<file path="src/rtl/accumulator_sequencer.sv">
// accumulator_sequencer: A-accumulator micro-op sequencer for the 65C02 core.
// Optional macro ACC_SEQ_DECIMAL_CYCLE_EN adds the BCD extra ALU cycle.
module accumulator_sequencer #(
  parameter int unsigned ALU_TIMEOUT = 15
) (
  input  logic       fclk,
  input  logic       resb,
  input  logic       op_valid,
  input  logic [2:0] op_code,
  output logic       op_ready,
  input  logic       decimal_mode,
  output logic       alu_start,
  input  logic       alu_done,
  input  logic [7:0] acc_value,
  output logic       instruction_decode_in,
  output logic       alu_to_accumulator_xfer,
  output logic       a_increment,
  output logic       a_decrement,
  output logic       nz_update,
  output logic       n_flag,
  output logic       z_flag,
  output logic       op_done,
  output logic       op_error
);

  localparam logic [2:0] OP_NOP      = 3'd0;
  localparam logic [2:0] OP_LOAD     = 3'd1;
  localparam logic [2:0] OP_INC      = 3'd2;
  localparam logic [2:0] OP_DEC      = 3'd3;
  localparam logic [2:0] OP_ALU_WB   = 3'd4;
  localparam logic [2:0] OP_ALU_NOWB = 3'd5;

  localparam logic [7:0] LIMIT = ALU_TIMEOUT[7:0];

  typedef enum logic [2:0] {
    IDLE,
    STROBE,
    ALU_WAIT,
`ifdef ACC_SEQ_DECIMAL_CYCLE_EN
    DEC_FIX,
`endif
    WRITE,
    FLAGS
  } state_t;

  state_t     state_q;
  state_t     alu_next_d;
  logic [7:0] cnt_q;
  logic       wb_q;

`ifdef ACC_SEQ_DECIMAL_CYCLE_EN
  logic       dec_q;
`else
  logic       unused_dec;
  assign unused_dec = decimal_mode;
`endif

  // Where an ALU op goes once its result is valid
  always_comb begin
    alu_next_d = wb_q ? WRITE : FLAGS;
`ifdef ACC_SEQ_DECIMAL_CYCLE_EN
    if (dec_q) alu_next_d = DEC_FIX;
`endif
  end

  // Sequencer state machine with registered strobes and pulses
  always_ff @(posedge fclk or negedge resb) begin
    if (!resb) begin
      state_q                 <= IDLE;
      cnt_q                   <= '0;
      wb_q                    <= 1'b0;
`ifdef ACC_SEQ_DECIMAL_CYCLE_EN
      dec_q                   <= 1'b0;
`endif
      op_ready                <= 1'b1;
      alu_start               <= 1'b0;
      instruction_decode_in   <= 1'b0;
      alu_to_accumulator_xfer <= 1'b0;
      a_increment             <= 1'b0;
      a_decrement             <= 1'b0;
      nz_update               <= 1'b0;
      n_flag                  <= 1'b0;
      z_flag                  <= 1'b0;
      op_done                 <= 1'b0;
      op_error                <= 1'b0;
    end else begin
      alu_start               <= 1'b0;
      instruction_decode_in   <= 1'b0;
      alu_to_accumulator_xfer <= 1'b0;
      a_increment             <= 1'b0;
      a_decrement             <= 1'b0;
      nz_update               <= 1'b0;
      op_done                 <= 1'b0;
      op_error                <= 1'b0;
      unique case (state_q)
        IDLE: begin
          if (op_valid) begin
            case (op_code)
              OP_NOP: op_done <= 1'b1;
              OP_LOAD, OP_INC, OP_DEC: begin
                instruction_decode_in <= (op_code == OP_LOAD);
                a_increment           <= (op_code == OP_INC);
                a_decrement           <= (op_code == OP_DEC);
                wb_q                  <= 1'b1;
                op_ready              <= 1'b0;
                state_q               <= STROBE;
              end
              OP_ALU_WB, OP_ALU_NOWB: begin
                alu_start <= 1'b1;
                cnt_q     <= 8'd1;
                wb_q      <= (op_code == OP_ALU_WB);
`ifdef ACC_SEQ_DECIMAL_CYCLE_EN
                dec_q     <= decimal_mode;
`endif
                op_ready  <= 1'b0;
                state_q   <= ALU_WAIT;
              end
              default: op_error <= 1'b1;
            endcase
          end
        end
        STROBE: state_q <= FLAGS;
        ALU_WAIT: begin
          if (alu_done) begin
            state_q                 <= alu_next_d;
            alu_to_accumulator_xfer <= (alu_next_d == WRITE);
            cnt_q                   <= '0;
          end else if (cnt_q >= LIMIT) begin
            op_error <= 1'b1;
            op_ready <= 1'b1;
            cnt_q    <= '0;
            state_q  <= IDLE;
          end else begin
            cnt_q <= cnt_q + 8'd1;
          end
        end
`ifdef ACC_SEQ_DECIMAL_CYCLE_EN
        DEC_FIX: begin
          state_q                 <= wb_q ? WRITE : FLAGS;
          alu_to_accumulator_xfer <= wb_q;
        end
`endif
        WRITE: state_q <= FLAGS;
        FLAGS: begin
          if (wb_q) begin
            n_flag    <= acc_value[7];
            z_flag    <= (acc_value == 8'h00);
            nz_update <= 1'b1;
          end
          op_done  <= 1'b1;
          op_ready <= 1'b1;
          state_q  <= IDLE;
        end
        default: begin
          op_ready <= 1'b1;
          state_q  <= IDLE;
        end
      endcase
    end
  end

endmodule

</file>
<file path="config.mk">
export PLATFORM = sky130hd
export DESIGN_NAME = accumulator_sequencer
export DESIGN_NICKNAME = d
export VERILOG_FILES = /design/src/rtl/accumulator_sequencer.sv
export SDC_FILE = /design/constraint.sdc
export NUM_CORES = 1
export LEC_CHECK = 0
export CAP_MARGIN = 20
export CORE_MARGIN = 3
export CORE_UTILIZATION = 40
export DETAILED_ROUTE_END_ITERATION = 6
export PLACE_DENSITY = 0.67
export SKIP_CTS_REPAIR_TIMING = 1
export SLEW_MARGIN = 20
export SYNTH_ARGS = -nofsm -noshare
export SYNTH_HDL_FRONTEND = slang
export SYNTH_SLANG_ARGS = --single-unit
</file>
<file path="constraint.sdc">
create_clock -name fclk -period 2.1 [get_ports fclk]
set_clock_uncertainty 0.05 [all_clocks]
set_input_delay 0.315 -clock fclk [delete_from_list [all_inputs] [get_ports fclk]]
set_output_delay 0.315 -clock fclk [all_outputs]
set_load 0.005 [all_outputs]
</file>
==> results.json, run 1 <==
{
  "status": "finished, final reports clean",
  "slowest_delay_ns": 0.57,
  "place_area_mm2": 0.00139,
  "fmax_ghz": 0.575,
  "final_hold_viol_count": 0,
  "synth-seq-cells": 23,
  "async_flop_share": 1.00,
  "root_buffer": "clkbuf_4",
  "ys_warn_count": 0,
  "path_buf_inv": 1,
  "synthCells": 99,
  "syn_area_per_cell_um2": 11.2,
  "viasPerCell": 5.67,
  "gr-total-overflow": 0,
  "cp.required_ns": 1.74,
  "tns_ns": 0,
  "area_growth_pct": 27.6,
  "fin_crit_ns": 1.74,
  "start_util": 0.434,
  "cts_tree": "built",
  "worstSetupPathType": "reg -> out",
  "antenna_found_initial": 0,
  "antenna_left": 0,
  "die_y_um": 58.8,
  "grt_start_max_net_pins": 24,
  "coreArea_mm2": 0.00257,
  "synth_flop_cell": "dfrtp_1",
  "wl_per_cell_um": 15.0,
  "syn-num-nets": 116,
  "endpoint_kind": "output pin",
  "maxCapViolCount": 0,
  "reg_top3": "cnt_q x8, state_q x3",
  "drv_slew": 0,
  "diodes": 0,
  "fp.dieW_um": 58.8,
  "first_global_vias": 903,
  "power.leakage_nw": 0.607,
  "critPathSlowestCell": "dfstp_2",
  "p_per_area_mw_per_mm2": 958,
  "cp.arrival_ns": 1.37,
  "drtIter0Drc": 27,
  "cts.htree.levels": 1,
  "drt_pass1_iterations": 4,
  "grt_pass1_wl_um": 3960,
  "cp_max_fo": 3,
  "routabilityCongestion": 0.738,
  "synth_edf_count": 0,
  "routed_wl_um": 2350,
  "final_net_count": 145,
  "drive_gt1_frac": 0.134,
  "largest_reg_flops": 8,
  "yosysSeqAreaShare": 0.518,
  "final_common_cell": "clkdlybuf4s50_1",
  "min_period_over_period": 0.828,
  "dp.cells": 153,
  "cts_max_path_buffers": 2,
  "worst_slew_pin_slew_ns": 0.562,
  "worst_ir_drop_vdd_mv": 0.815,
  "final_area_mm2": 0.00142,
  "hold_path.class": "in -> async",
  "syn_area_mm2": 0.00111,
  "place_hpwl_um": 1760,
  "clock_latency_ns": 0.31,
  "synth_cell_types": 41,
  "crit_family": "flip-flops",
  "clock_sinks": 23,
  "fp-row-count": 18,
  "drcViolationCount": 0,
  "io_pins": 27,
  "finalPower_mw": 1.36,
  "dieArea_mm2": 0.00345,
  "final_cell_mix": "clkdlybuf4s50_1, dfrtp_1, nor2_1",
  "top_register": "cnt_q",
  "clk_pin_slew_ns": 0.12,
  "fillers": 239,
  "instances_no_fill": 157,
  "grt_usage": 0.148,
  "portBuffers": 25,
  "critPathLaunchType": "register",
  "rsz0062_at_grt": "false",
  "via_count": 890,
  "utilization": 0.554,
  "finalSetupViolCount": 0,
  "slew_headroom": 0.620,
  "path_cells": "clkdlybuf4s50_1",
  "cts_buffers": 3
}
## where the power goes
part | internal (mW) | switching, mW
registers | 0.547 | 0.116
clock network | 0.0712 | 0.130
logic | 0.273 | 0.225
## through the flow
stage | hold slack (ns) | worst slack (ns)
after floorplan | -0.0306 | 0.586
after CTS | 0.297 | 0.345
after global routing | 0.306 | 0.264
final | 0.297 | 0.360
after detailed placement | 0.452 | 0.134
after global placement | 0.438 | 0.285
## final cells by class
class                           instances  area [µm²]  area share
Sequential cell                        23         577       0.406
Multi-Input combinational cell         65         473       0.333
Timing Repair Buffer                   30         288       0.202
Tap cell                               30        37.5      0.0264
Clock buffer                            3        22.5      0.0158
Inverter                                5        18.8      0.0132
Clock inverter                          1        5.00     0.00352
## path summary, 6_finish.rpt
check,start,endpoint,slack [ns],cells past startpoint
max reg2reg,state_q[2],cnt_q[7],0.41,3
min,resb,cnt_q[4],0.30,2
max,op_ready,op_ready,0.36,1
min in group fclk,cnt_q[2],cnt_q[2],0.47,1
max in group asynchronous,resb,op_ready,1.43,2
min reg2reg,cnt_q[2],cnt_q[2],0.47,1
## cells in the mapped netlist (2+ instances only)
| library cell | n | share of area |
|---|---|---|
| nor4b_1 | 2 | 0.016 |
| buf_6 | 2 | 0.020 |
| a22oi_1 | 2 | 0.013 |
| nand3_1 | 5 | 0.022 |
| a21oi_1 | 3 | 0.013 |
| buf_4 | 2 | 0.013 |
| and3_1 | 2 | 0.011 |
| nor2_1 | 6 | 0.020 |
| o21ai_0 | 2 | 0.0090 |
| o21a_1 | 2 | 0.013 |
| nand3b_1 | 3 | 0.020 |
| nor4_1 | 3 | 0.017 |
| and2_1 | 3 | 0.017 |
| inv_1 | 5 | 0.017 |
| nor3_1 | 4 | 0.018 |
| a31oi_1 | 3 | 0.017 |
| o2bb2ai_1 | 2 | 0.016 |
| nor4b_4 | 2 | 0.043 |
| nand2_1 | 3 | 0.010 |
| dfrtp_1 | 22 | 0.49 |
## cell families after synthesis
kind of cell               count (synthesis)  share of synthesized area
xor gates and xnor gates                   1                    0.00787
AOI/OAI and AO/OA                         23                      0.149
adders and majority gates                  1                     0.0112
and+or+nand+nor                           39                      0.246
buffers and inverters                     11                     0.0573
DFF                                       23                      0.518
muxes                                      1                     0.0101
## layer usage
metal	vias to the layer above	GRT usage	part of all wire
met5	-	0	0
met4	0	0.0194	0.0038
met3	2	0.0504	0.084
met2	31	0.262	0.47
met1	431	0.179	0.44
li1	426	-	-
(Power assumes the default switching activity.)
==> run 2, diff against run 1 <==
--- a/config.mk
+++ b/config.mk
@@ -9,7 +9,7 @@
 export CORE_MARGIN = 3
 export CORE_UTILIZATION = 40
 export DETAILED_ROUTE_END_ITERATION = 6
-export PLACE_DENSITY = 0.67
+export PLACE_DENSITY = 0.69
 export SKIP_CTS_REPAIR_TIMING = 1
 export SLEW_MARGIN = 20
 export SYNTH_ARGS = -nofsm -noshare
==> constraint.sdc (replaced) <==
create_clock -name fclk -period 1.45 [get_ports fclk]
set_clock_uncertainty 0.05 [all_clocks]
set_input_delay 0.2175 -clock fclk [delete_from_list [all_inputs] [get_ports fclk]]
set_output_delay 0.2175 -clock fclk [all_outputs]
set_load 0.005 [all_outputs]
==> results.json, run 2 (synthesis results as in run 1) <==
{
  "area_growth_pct": 41.5,
  "gr-total-overflow": 0,
  "endpoint_kind": "register",
  "worst_ir_drop_vdd_mv": 1.05,
  "clock_latency_ns": 0.31,
  "hold_path.class": "in -> async",
  "diodes": 0,
  "final_common_cell": "dfrtp_1",
  "wl_per_cell_um": 15.4,
  "min_period_over_period": 1.01,
  "cp.arrival_ns": 1.67,
  "fillers": 229,
  "worst_slew_pin_slew_ns": 0.329,
  "clock_sinks": 23,
  "cts_tree": "built",
  "first_global_vias": 936,
  "final_net_count": 158,
  "finalSetupViolCount": 1,
  "routabilityCongestion": 0.889,
  "final_hold_viol_count": 0,
  "viasPerCell": 5.50,
  "grt_usage": 0.153,
  "drcViolationCount": 0,
  "via_count": 935,
  "maxCapViolCount": 0,
  "drtIter0Drc": 23,
  "wl_met3_um": 156,
  "wl_met1_um": 1050,
  "rsz0062_at_grt": "true",
  "path_cells": "or4b_4, a21oi_2, o22a_1",
  "layout_setup_ws_ns": -0.0194,
  "critPathSlowestCell": "or4b_4",
  "cp_max_fo": 6,
  "grt_start_max_net_pins": 24,
  "top_layer_used": "met4",
  "coreArea_mm2": 0.00257,
  "die_y_um": 58.8,
  "reg_top3": "cnt_q x8, state_q x3",
  "root_buffer": "clkbuf_4",
  "largest_reg_flops": 8,
  "final_cell_mix": "dfrtp_1, buf_4, clkdlybuf4s50_1",
  "antenna_left": 0,
  "cts.htree.levels": 1,
  "slowest_delay_ns": 0.62,
  "cts_buffers": 3,
  "fp-row-count": 18,
  "drv_slew": 0,
  "instances_no_fill": 170,
  "grt_pass1_wl_um": 4040,
  "worstSetupPathType": "reg -> reg",
  "io_pins": 27,
  "top_register": "cnt_q",
  "cp.required_ns": 1.65,
  "drt_pass1_iterations": 4,
  "routed_wl_um": 2620,
  "p_per_area_mw_per_mm2": 1360,
  "cts_max_path_buffers": 2,
  "routed-wl-met2_um": 1400,
  "place_hpwl_um": 1870,
  "final_area_mm2": 0.00158,
  "fp.dieW_um": 58.8,
  "violations": "negative setup slack",
  "start_util": 0.434,
  "status": "finished with violations",
  "place_area_mm2": 0.00148,
  "fin_crit_ns": 1.47,
  "slew_headroom": 0.779,
  "antenna_found_initial": 0,
  "clk_pin_slew_ns": 0.12,
  "dp.cells": 164,
  "portBuffers": 25,
  "fmax_ghz": 0.681,
  "drive_gt1_frac": 0.264,
  "power.leakage_nw": 0.828,
  "critPathLaunchType": "register",
  "dieArea_mm2": 0.00345,
  "tns_ns": -0.0194
}
-- run 2: changes by cell type in the layout (fill, tap and decap cells not counted), sizes merged --
cell,change
buf,+13
clkdlybuf4s50,-9
dlymetal6s2s,+9
-- run 2: worst paths after layout --
check / end / start / depth (start not counted) / slack [ns]
worst max-delay path: wb_q / state_q[0] / 3 / -0.02
worst min-delay path: nz_update / resb / 2 / 0.19
worst max register to register: wb_q / state_q[0] / 3 / -0.02
worst min register to register: n_flag / n_flag / 1 / 0.46
max in group asynchronous: op_ready / resb / 2 / 0.87
min in group fclk: n_flag / n_flag / 1 / 0.46
-- run 2: power by group --
part | switching [mW] | total [mW] | leakage, nW | internal [mW]
Combinational | 0.430 | 0.923 | 0.509 | 0.492
Clock | 0.186 | 0.289 | 0.0177 | 0.103
Sequential | 0.135 | 0.931 | 0.302 | 0.795
Total | 0.751 | 2.14 | 0.828 | 1.39
-- run 2: cell type report --
class / count / area, µm² / area share
clock inverters: 1 / 5.00 / 0.00318
flip-flops and latches: 23 / 578 / 0.367
multi-input cells: 65 / 505 / 0.321
inverters: 5 / 18.8 / 0.0119
repair buffers: 43 / 408 / 0.259
well taps: 30 / 37.5 / 0.0238
clock buffers: 3 / 22.5 / 0.0143
-- run 2: stage by stage --
step                hold slack [ns]  utilization  power, mW  setup WS (ns)
floorplan                    -0.128            -       1.45      -0.000678
global placement              0.442        0.575       1.75         -0.174
detailed placement            0.445        0.575       1.78         -0.231
CTS                           0.200        0.586       2.08         -0.193
global route                  0.206        0.614       2.28        -0.0626
finish                        0.189        0.614       2.14        -0.0194
-- run 2: per-layer routing --
layer  vias to the layer above  global-route usage
met5                         -                   0
met4                         0              0.0421
met3                         2              0.0482
met2                        24               0.271
met1                       459               0.175
li1                        450                   -
-- run 2: critical path: cells and delay by family, from the launching register on --
| kind | cells | cell delay (ns) |
|---|---|---|
| AOI/OAI and AO/OA | 2 | 0.28 |
| and+or+nand+nor | 1 | 0.62 |
| DFF | 1 | 0.47 |
==> run 3, diff against run 2 <==
--- a/config.mk
+++ b/config.mk
@@ -11,7 +11,7 @@
 export DETAILED_ROUTE_END_ITERATION = 6
 export PLACE_DENSITY = 0.69
 export SKIP_CTS_REPAIR_TIMING = 1
-export SLEW_MARGIN = 20
+export SLEW_MARGIN = 25
 export SYNTH_ARGS = -nofsm -noshare
 export SYNTH_HDL_FRONTEND = slang
 export SYNTH_SLANG_ARGS = --single-unit
==> results of run 3 <==
The final DEF is identical to that of run 2; final timing and power are the same.
